File: config.mk
export PLATFORM = sky130hd
export DESIGN_NAME = l2_cache_control
export DESIGN_NICKNAME = d
export VERILOG_FILES = /design/src/rtl/l2_cache_control.sv
export SDC_FILE = /design/constraint.sdc
export NUM_CORES = 1
export LEC_CHECK = 0
export CAP_MARGIN = 40
export CORE_UTILIZATION = 45
export CTS_CLUSTER_DIAMETER = 60
export DETAILED_ROUTE_END_ITERATION = 10
export PLACE_DENSITY = 0.77
export SKIP_LAST_GASP = 1
export SLEW_MARGIN = 0
export SYNTH_ARGS = -nofsm -noshare
export SYNTH_HDL_FRONTEND = slang
export SYNTH_SLANG_ARGS = --single-unit
File: constraint.sdc
create_clock -name clk -period 2.25 [get_ports clk]
set_input_delay 0.3375 -clock clk [delete_from_list [all_inputs] [get_ports clk]]
set_output_delay 0.3375 -clock clk [all_outputs]
set_load 0.02 [all_outputs]
File: src/rtl/l2_cache_control.sv
// Control FSM for the 4-way L2 cache datapath: sequences hits, dirty-victim
// writebacks and line fills, and keeps saturating request/miss/writeback counters.
module l2_cache_control #(
    parameter int unsigned CNT_WIDTH = 16
) (
    input  logic                 clk,
    input  logic                 rst_n,
    input  logic                 cache_read,
    input  logic                 cache_write,
    output logic                 cache_resp,
    input  logic                 way1_hit,
    input  logic                 way2_hit,
    input  logic                 way3_hit,
    input  logic                 way4_hit,
    input  logic                 read_hit,
    input  logic                 write_hit,
    input  logic [7:0]           LRU_out,
    input  logic                 dirty_out,
    output logic                 R_W,
    output logic                 load_data_1,
    output logic                 load_data_2,
    output logic                 load_data_3,
    output logic                 load_data_4,
    output logic                 dirty_bit,
    output logic                 load_dirty_1,
    output logic                 load_dirty_2,
    output logic                 load_dirty_3,
    output logic                 load_dirty_4,
    output logic                 load_LRU,
    output logic [1:0]           LRU_way,
    output logic                 mem_read,
    output logic                 mem_write,
    input  logic                 mem_resp,
    output logic                 busy,
    output logic [CNT_WIDTH-1:0] req_count,
    output logic [CNT_WIDTH-1:0] miss_count,
    output logic [CNT_WIDTH-1:0] wb_count
);

    typedef enum logic [1:0] {
        IDLE,
        WRITEBACK,
        ALLOCATE
    } state_t;

    state_t               state_q, state_d;
    logic [CNT_WIDTH-1:0] req_count_q, req_count_d;
    logic [CNT_WIDTH-1:0] miss_count_q, miss_count_d;
    logic [CNT_WIDTH-1:0] wb_count_q, wb_count_d;

    logic [1:0] hit_way;
    logic [1:0] victim;
    logic [3:0] load_data;
    logic [3:0] load_dirty;
    logic       lru_unused;

    assign victim     = LRU_out[1:0];
    assign lru_unused = ^LRU_out[7:2];

    // Illegal multi-hit resolves to the lowest-numbered way.
    always_comb begin
        hit_way = 2'd0;
        if (way1_hit)      hit_way = 2'd0;
        else if (way2_hit) hit_way = 2'd1;
        else if (way3_hit) hit_way = 2'd2;
        else if (way4_hit) hit_way = 2'd3;
    end

    always_comb begin
        state_d      = state_q;
        req_count_d  = req_count_q;
        miss_count_d = miss_count_q;
        wb_count_d   = wb_count_q;
        cache_resp   = 1'b0;
        R_W          = 1'b0;
        load_data    = '0;
        load_dirty   = '0;
        dirty_bit    = 1'b0;
        load_LRU     = 1'b0;
        LRU_way      = 2'd0;
        mem_read     = 1'b0;
        mem_write    = 1'b0;

        // Mealy outputs are gated so every strobe reads 0 while reset is held.
        if (rst_n) begin
            unique case (state_q)
                IDLE: begin
                    if (read_hit) begin
                        cache_resp = 1'b1;
                        load_LRU   = 1'b1;
                        LRU_way    = hit_way;
                        if (req_count_q != '1) req_count_d = req_count_q + 1'b1;
                    end else if (write_hit) begin
                        R_W        = 1'b1;
                        load_data  = 4'b0001 << hit_way;
                        load_dirty = 4'b0001 << hit_way;
                        dirty_bit  = 1'b1;
                        load_LRU   = 1'b1;
                        LRU_way    = hit_way;
                        cache_resp = 1'b1;
                        if (req_count_q != '1) req_count_d = req_count_q + 1'b1;
                    end else if (cache_read || cache_write) begin
                        if (miss_count_q != '1) miss_count_d = miss_count_q + 1'b1;
                        state_d = dirty_out ? WRITEBACK : ALLOCATE;
                    end
                end
                WRITEBACK: begin
                    R_W       = 1'b1;
                    mem_write = 1'b1;
                    if (mem_resp) begin
                        if (wb_count_q != '1) wb_count_d = wb_count_q + 1'b1;
                        state_d = ALLOCATE;
                    end
                end
                ALLOCATE: begin
                    mem_read = 1'b1;
                    if (mem_resp) begin
                        load_data  = 4'b0001 << victim;
                        load_dirty = 4'b0001 << victim;
                        state_d    = IDLE;
                    end
                end
                default: state_d = IDLE;
            endcase
        end
    end

    always_ff @(posedge clk or negedge rst_n) begin
        if (!rst_n) begin
            state_q      <= IDLE;
            req_count_q  <= '0;
            miss_count_q <= '0;
            wb_count_q   <= '0;
        end else begin
            state_q      <= state_d;
            req_count_q  <= req_count_d;
            miss_count_q <= miss_count_d;
            wb_count_q   <= wb_count_d;
        end
    end

    assign load_data_1  = load_data[0];
    assign load_data_2  = load_data[1];
    assign load_data_3  = load_data[2];
    assign load_data_4  = load_data[3];
    assign load_dirty_1 = load_dirty[0];
    assign load_dirty_2 = load_dirty[1];
    assign load_dirty_3 = load_dirty[2];
    assign load_dirty_4 = load_dirty[3];
    assign busy         = (state_q != IDLE);
    assign req_count    = req_count_q;
    assign miss_count   = miss_count_q;
    assign wb_count     = wb_count_q;

endmodule

==> results_dict.tcl <==
set metrics [dict create \
    slowest_stage "or3b_1" \
    finalCritPeriodShare 0.9524 \
    p_leak_nw 1.619 \
    design_area_um2 3811 \
    gr-usage-met1 0.2847 \
    grt_max_degree 43 \
    worstSkewPairLatency_ns 0.31 \
    wirelength_um 6489 \
    n_antenna_cell 0 \
    violations "negative hold slack" \
    ys_warn_count 0 \
    max_slew_margin 0.6556 \
    worstPathArrival_ns 1.81 \
    worst_path_largest_cell_delay_ns 0.47 \
    end_kind "primary output" \
    grt_pass1_vias 2385 \
    p_clk_frac 0.193 \
    hold_viol_final 12 \
    start_util 0.4700 \
    avgSynthCellArea_um2 9.961 \
    grt_util_met2 0.3437 \
    cts_buffers 5 \
    cts_buffer_depth 2 \
    core_um2 5956 \
    min_period_ns 2.143 \
    drv_cap 0 \
    start_kind "flip-flop" \
    path_delay_family "simple AND/OR/NAND/NOR gates" \
    die_height_um 80.87 \
    synthCells 281 \
    hpwl_um 4918 \
    area_growth_pct 36.16 \
    finalClockSkew_ns 0.007418 \
    synth-seq-area-share 0.4470 \
    ys_ff_latch 50 \
    dp_cells 445 \
    synth_edf_count 0 \
    pwr-share-seq 0.418 \
    dpl_worst_slack_ns -0.2070 \
    p_sw_frac 0.3665 \
    reg2reg_depth 6 \
    portBuffers 78 \
    drc 0 \
    ys_types 48 \
    hold_path.class "input port to asynchronous set/reset pin" \
    crit_required_ns 1.91 \
    rows 28 \
    num_vias 2535 \
    p_comb_frac 0.389 \
    path_depth 4 \
    path_buf_inv 1 \
    power_density_nw_per_um2 754.6 \
    grt_usage 0.2118 \
    max_freq_ghz 0.4666 \
    p_int_mw 1.822 \
    fin_nets 400 \
    netlist_area_um2 2799 \
    htreeDepth 2 \
    power_switching_mw 1.054 \
    fin_hold_ws_ns -0.003352 \
    fill_cells 524 \
    worst_slack_ns 0.1070 \
    gp_congestion 0.9016 \
    path_class "flip-flop to primary output" \
    dieArea_um2 6539 \
    crit_path_cell_trace "or3b_1 > nor2_2 > or2_2 > dlygate4sd2_1" \
    final_max_slew_viol_count 0 \
    cts_setup_buffers 0 \
    synth-async-reset-ratio 1.000 \
    overflow 0 \
    cts_sinks 50 \
    tightest_slew_ns 0.5166 \
    rsz0062_at_grt "false" \
    grt_pass1_wl_um 10900 \
    first_iter_violations 112 \
    cp_max_fo 4 \
    clockRootBuffer "clkbuf_8" \
    dpl-instance-area_um2 3761 \
    drive_above_1_share 0.1587 \
    drtPass1Iterations 4 \
    ant_nets 0 \
    die_x_um 80.87 \
    synth_ff_type "dfrtp_1" \
    cts_tree "done" \
    synth_nets 304 \
    via_per_inst 5.596 \
    wl_per_cell_um 14.32 \
    outcome "finished with violations" \
    path_clk_slew_ns 0.09 \
    antenna_found_initial 0 \
    met3_usage 0.04494 \
    vdd_drop_max_mv 0.5821 \
    setup_viol 0 \
    busiest_layer "met2" \
    final_cells 453 \
    total_power_mw 2.876 \
    io_pins 85 \
]
-- layout by cell type, fill, tap and decap left out, drive strengths merged, types with 6 or more instances in the layout --
cell,instances
mux2,7
nand4,17
clkdlybuf4s50,62
and4,6
dfrtp,50
nor2,16
o21ai,8
nand3,23
nand2,19
xor2,6
and3,11
nor3,7
clkbuf,17
inv,7
xnor2,29
buf,25
-- registers in the layout (all words and copies together) (netlist names) --
signal,count
state_q,2
miss_count,16
wb_count,16
req_count,16
-- final timing paths --
check,start,to,slack (ns)
hold reg to reg,wb_count[8]$_DFFE_PN0P_,wb_count[8]$_DFFE_PN0P_,0.49
min in group clk,wb_count[8]$_DFFE_PN0P_,wb_count[8]$_DFFE_PN0P_,0.49
setup / recovery,state_q[1]$_DFFE_PN0P_,R_W,0.11
max in group asynchronous,rst_n,miss_count[2]$_DFFE_PN0P_,1.48
setup reg to reg,state_q[1]$_DFFE_PN0P_,req_count[1]$_DFFE_PN0P_,0.17
hold / removal,rst_n,wb_count[3]$_DFFE_PN0P_,-0.003
-- logic make-up (layout without fill, tap and decap cells) --
group | count (synthesis) | in the layout | synth area share
AOI/OAI and AO/OA | 39 | 39 | 0.09745
adders and majority gates | 3 | 3 | 0.01341
DFF | 50 | 50 | 0.4470
buffers and inverters | 20 | 117 | 0.04068
and+or+nand+nor | 127 | 127 | 0.2624
xor gates and xnor gates | 35 | 35 | 0.1095
muxes | 7 | 7 | 0.02950
-- power by group through the flow --
stage | sequential, mW | combinational [mW] | clock (mW)
floorplan | 1.33 | 0.510 | 0
CTS | 1.20 | 1.13 | 0.572
finish | 1.20 | 1.12 | 0.554
global route | 1.23 | 1.21 | 0.603
detailed placement | 1.21 | 1.15 | 0
global placement | 1.21 | 1.12 | 0
-- final cells by class --
class / count / area (um^2) / area share
clock buffer: 6 / 82.58 / 0.02167
clock inverter: 2 / 12.51 / 0.003283
inverter: 7 / 26.28 / 0.006894
multi-input combinational: 211 / 1443 / 0.3785
sequential: 50 / 1251 / 0.3283
tap: 75 / 93.84 / 0.02462
timing repair buffer: 102 / 902.1 / 0.2367
-- cell usage after synthesis (2+ instances only) --
cell type / count / share of area
a31oi_1: 5 / 0.011
or4_1: 2 / 0.0054
nand2_1: 19 / 0.025
mux2_1: 2 / 0.0080
a41oi_1: 4 / 0.013
buf_4: 6 / 0.016
nor4_1: 3 / 0.0067
or2_2: 4 / 0.0089
o211ai_1: 5 / 0.013
and4_1: 6 / 0.019
buf_6: 2 / 0.0080
nor2b_1: 2 / 0.0045
xor2_1: 6 / 0.019
inv_1: 7 / 0.0094
xnor2_1: 29 / 0.091
a21oi_1: 5 / 0.0089
and3_1: 11 / 0.025
dfrtp_1: 50 / 0.45
ha_1: 3 / 0.013
nand3_1: 23 / 0.041
nand4_1: 17 / 0.038
or3_1: 3 / 0.0067
clkbuf_1: 4 / 0.0054
mux2_2: 4 / 0.016
nor3_1: 5 / 0.0089
and2_1: 5 / 0.011
nand4b_1: 3 / 0.0094
o21ai_0: 8 / 0.014
o2111ai_1: 4 / 0.013
nor2_1: 16 / 0.021
-- repair_timing --
action	CTS	global route
pin swaps	0	1
gates resized for setup	19	25
setup endpoints to repair	14	15
endpoints found under the hold margin	10	0
-- per-stage QoR --
| step | TNS (ns) | util |
|---|---|---|
| final | 0 | 0.6399 |
| after global routing | 0 | 0.6399 |
| after CTS | -0.07307 | 0.6456 |
| after detailed placement | -1.205 | 0.6315 |
| after global placement | -1.005 | 0.6315 |
| after floorplan | 0 | - |
-- metal layers --
metal	routed length, um	share of wire	vias to the layer above
li1	-	-	1234
met1	2967	0.46	1224
met2	3145	0.48	71
met3	315	0.049	6
met4	61	0.0094	0
met5	0	0	-
Power figures use the tool's default switching activity.
